--- src/rtl/modport_counter_pkg.sv ---
// rtl/modport_counter_pkg.sv - shared constants and types for the modport_counter block
package modport_counter_pkg;

  // Counter width used by the default configuration.
  localparam int COUNTER_WIDTH = 4;

  // Value the counter takes while reset is asserted.
  localparam logic [COUNTER_WIDTH-1:0] COUNTER_RST_VAL = 4'h0;

  // Counter value type for the default configuration.
  typedef logic [COUNTER_WIDTH-1:0] count_t;

endpackage

--- src/rtl/modport_counter.sv ---
// rtl/modport_counter.sv - free-running up counter with parallel load and async reset
module modport_counter
  import modport_counter_pkg::*;
#(
  parameter int               WIDTH   = COUNTER_WIDTH,
  parameter logic [WIDTH-1:0] RST_VAL = WIDTH'(COUNTER_RST_VAL)
) (
  input  logic             clock,
  input  logic             rst,
  input  logic             load,
  input  logic [WIDTH-1:0] data_in,
  output logic [WIDTH-1:0] data_out
);

  localparam logic [WIDTH-1:0] ONE = WIDTH'(1);

  logic [WIDTH-1:0] r_count;
  logic [WIDTH-1:0] w_next;

  // Next-value selection: load wins over increment; the incrementer wraps naturally.
  always_comb begin
    w_next = r_count + ONE;
    if (load) begin
      w_next = data_in;
    end
  end

  // Counter register; reset clears it immediately, independent of the clock.
  always_ff @(posedge clock or posedge rst) begin
    if (rst) begin
      r_count <= RST_VAL;
    end else begin
      r_count <= w_next;
    end
  end

  // The output comes straight from the register, so nothing combinational reaches it.
  assign data_out = r_count;

`ifndef SYNTHESIS
  logic             r_chk_valid;
  logic             r_chk_load;
  logic [WIDTH-1:0] r_chk_prev;
  logic [WIDTH-1:0] r_chk_data;

  // Remember what the previous edge saw so the following edge can judge the update.
  always_ff @(posedge clock or posedge rst) begin
    if (rst) begin
      r_chk_valid <= 1'b0;
      r_chk_load  <= 1'b0;
      r_chk_prev  <= RST_VAL;
      r_chk_data  <= '0;
    end else begin
      r_chk_valid <= 1'b1;
      r_chk_load  <= load;
      r_chk_prev  <= r_count;
      r_chk_data  <= data_in;
    end
  end

  // Behavioural checks on reset value, known inputs/outputs, load and increment.
  always @(posedge clock) begin
    if (rst) begin
      a_rst: assert (r_count == RST_VAL);
    end else begin
      a_load_known: assert (!$isunknown(load));
      a_count_known: assert (!$isunknown(r_count));
      if (r_chk_valid && r_chk_load) begin
        a_load: assert (r_count == r_chk_data);
      end
      if (r_chk_valid && !r_chk_load) begin
        a_incr: assert (r_count == r_chk_prev + ONE);
      end
    end
  end
`endif

endmodule

--- config.mk ---
export PLATFORM = sky130hd
export DESIGN_NAME = modport_counter
export DESIGN_NICKNAME = d
export VERILOG_FILES = /design/src/rtl/modport_counter_pkg.sv /design/src/rtl/modport_counter.sv
export SDC_FILE = /design/constraint.sdc
export NUM_CORES = 1
export LEC_CHECK = 0
export BUFFER_PORTS_ARGS = -buffer_cell sky130_fd_sc_hd__buf_2
export CAP_MARGIN = 10
export CORE_AREA = 4 4 41 43
export DETAILED_ROUTE_END_ITERATION = 8
export DIE_AREA = 0 0 45 47
export GPL_TIMING_DRIVEN = 0
export SLEW_MARGIN = 20
export SYNTH_ARGS = -nofsm -noshare
export SYNTH_HDL_FRONTEND = slang
export SYNTH_SLANG_ARGS = --single-unit
--- constraint.sdc ---
create_clock -name clock -period 1.2 [get_ports clock]
set_clock_uncertainty 0.05 [all_clocks]
set_input_delay 0.12 -clock clock [delete_from_list [all_inputs] [get_ports clock]]
set_output_delay 0.12 -clock clock [all_outputs]
set_load 0.03 [all_outputs]
==> flow_summary.ini <==
[clock_tree]
numCtsBuffers = 3
cts_tree = yes
clk_latency_ps = 240
h-tree-depth = 1
post_cts_buffers = 0
cts-root-buf = clkbuf_4
path_clk_slew_ps = 40
cts_sinks = 4
max-clock-path-buffers = 2

[pwr]
p_leak_nw = 0.138
irDropWorstVdd_mv = 0.733
power.switching_uw = 147
fin_total_pwr_uw = 476
cellPowerDensity_nw_per_um2 = 1680
clkPwrFrac_pct = 38.8
p_sw_share_pct = 30.9
intPower_uw = 329
seqPwrFrac_pct = 36.6
combPwrFrac_pct = 24.6

[detailed_routing]
wirelength_um = 394
dr.pass1.iters = 1
viasPerCell = 3.37
vias = 155
drc_errors = 0
first_iter_violations = 0
antenna_left = 0
wl_per_cell_um = 8.57

[synth]
syn-mean-instance-area_um2 = 11.0
ys.warnings.count = 0
ys_types = 10
syn_nets = 24
yosysSeqAreaShare_pct = 56.7
synth-seq-cells = 4
syn_area_um2 = 176
syn-instance-count = 16

[placed_design]
dpl.hpwl_um = 323
post-place-ws_ps = 68.6
gp_congestion = 0.683
dp_cells = 41
numPortBuffers = 10

[sta]
fin_ws_ps = 70.4
max_slew.worst_pin.slew_ps = 150
fmax_mhz = 885
drv_slew = 0
fin_crit_sh_pct = 94.1
rsz0062_at_grt = no
maxSlewHeadroom_pct = 90.0
hold_violations = 0
setup_tns_ps = 0
setup_viol = 0
finalCriticalPeriod_ps = 1130

[floorplan]
io_pins = 11
start_util_pct = 13.6
die_area_um2 = 2120
die-height_um = 47
die_w_um = 45
row_count = 13
core-area_um2 = 1300

[finish]
final_cell_mix = buf_2 (10), nand2_1 (3), clkbuf_4 (3)
area_growth_syn_to_layout_pct = 61.0
antenna_cells = 0
layout.nets = 40
final_cells = 46
utilization_pct = 21.8
largest_reg_flops = 4
final_common_cell = buf_2
drive_above_1_share_pct = 51.6
n_fill_cell = 156

[worst_setup_path]
cp_data_required_time_ps = 1270
critPathMaxFanout = 4
cp-end-kind = register
startpoint_type = register
path_class = register to register
cp.arrival_ps = 1200

[global_routing]
grt_util_all_layers_pct = 5.15
grt_overflow = 0
grt_pass1_wl_um = 690
grt_pass1_vias = 176
antenna_found_initial = 0
grt_max_degree = 8

[flow_run]
max_cap_viol_count = 0

[run_status]
outcome = complete, no violations

[hold_path]
hold_path.class = input port to register
[kinds of logic after synthesis]
group           Yosys count  synth area share, %
xor+xnor                  2                 9.93
simple gates              4                 9.22
buf+inv                   1                 2.13
compound gates            3                 8.51
mux                       1                 6.38
fa+ha+maj                 1                 7.09
flops                     4                 56.7
[area by class of cell]
type                       instances  area, µm²  area share [%]
clock buffer                       4       26.3            9.25
inverter                           1       3.75            1.32
multi-input combinational         11       72.6            25.6
sequential                         4        103            36.1
tap                               15       18.8            6.61
timing repair buffer              11       60.1            21.1
[metrics by stage]
step / hold WS (ps) / cell area (µm²)
finish: 35.0 / 284
global route: 55.8 / 284
CTS: 30.6 / 284
detailed placement: -41.7 / 248
global placement: -42.1 / 248
floorplan: -164 / 179
[cells in the mapped netlist]
library cell  instances  area (µm²)
o21ai_1               1        5.00
dfrtp_1               4         100
nand3_1               1        5.00
ha_1                  1        12.5
inv_1                 1        3.75
xnor2_1               1        8.76
nand2_1               3        11.3
xor2_1                1        8.76
mux2_2                1        11.3
o21ai_0               2        10.0
[worst max-delay path, stage by stage, from the launching register on]
cell and delay (ps):
dfrtp_2 420, ha_1 290, mux2_2 260
[power by group through the flow]
stage	logic, mW	clock network, mW	registers (mW)
floorplan	0.0363	0	0.216
global route	0.130	0.201	0.180
detailed placement	0.117	0	0.177
CTS	0.120	0.195	0.175
finish	0.117	0.185	0.174
global placement	0.115	0	0.176
[routing by layer]
layer  track usage (%)  wire length (µm)  vias up
met2              7.06               138       11
met5                 0                 0        -
li1                  -                 -       84
met3              6.13                69        0
met1              4.83               186       60
met4              1.75                 0        0
[worst paths after layout]
kind                        startpoint     endpoint  slack, ps  cells after the start
max                        data_out[0]  data_out[1]         70                      2
min                         data_in[2]  data_out[2]         40                      3
max reg2reg                data_out[0]  data_out[1]         70                      2
min reg2reg                data_out[0]  data_out[0]        440                      1
max in group asynchronous          rst  data_out[0]        680                      3
min in group asynchronous          rst  data_out[1]        260                      3
[repair_timing]
item                                    CTS  global route
endpoints found under the setup margin    0             0
resized for setup                         0             0
hold buffers                              1             0
hold endpoints to repair                  4             0
(Power assumes the default switching activity.)
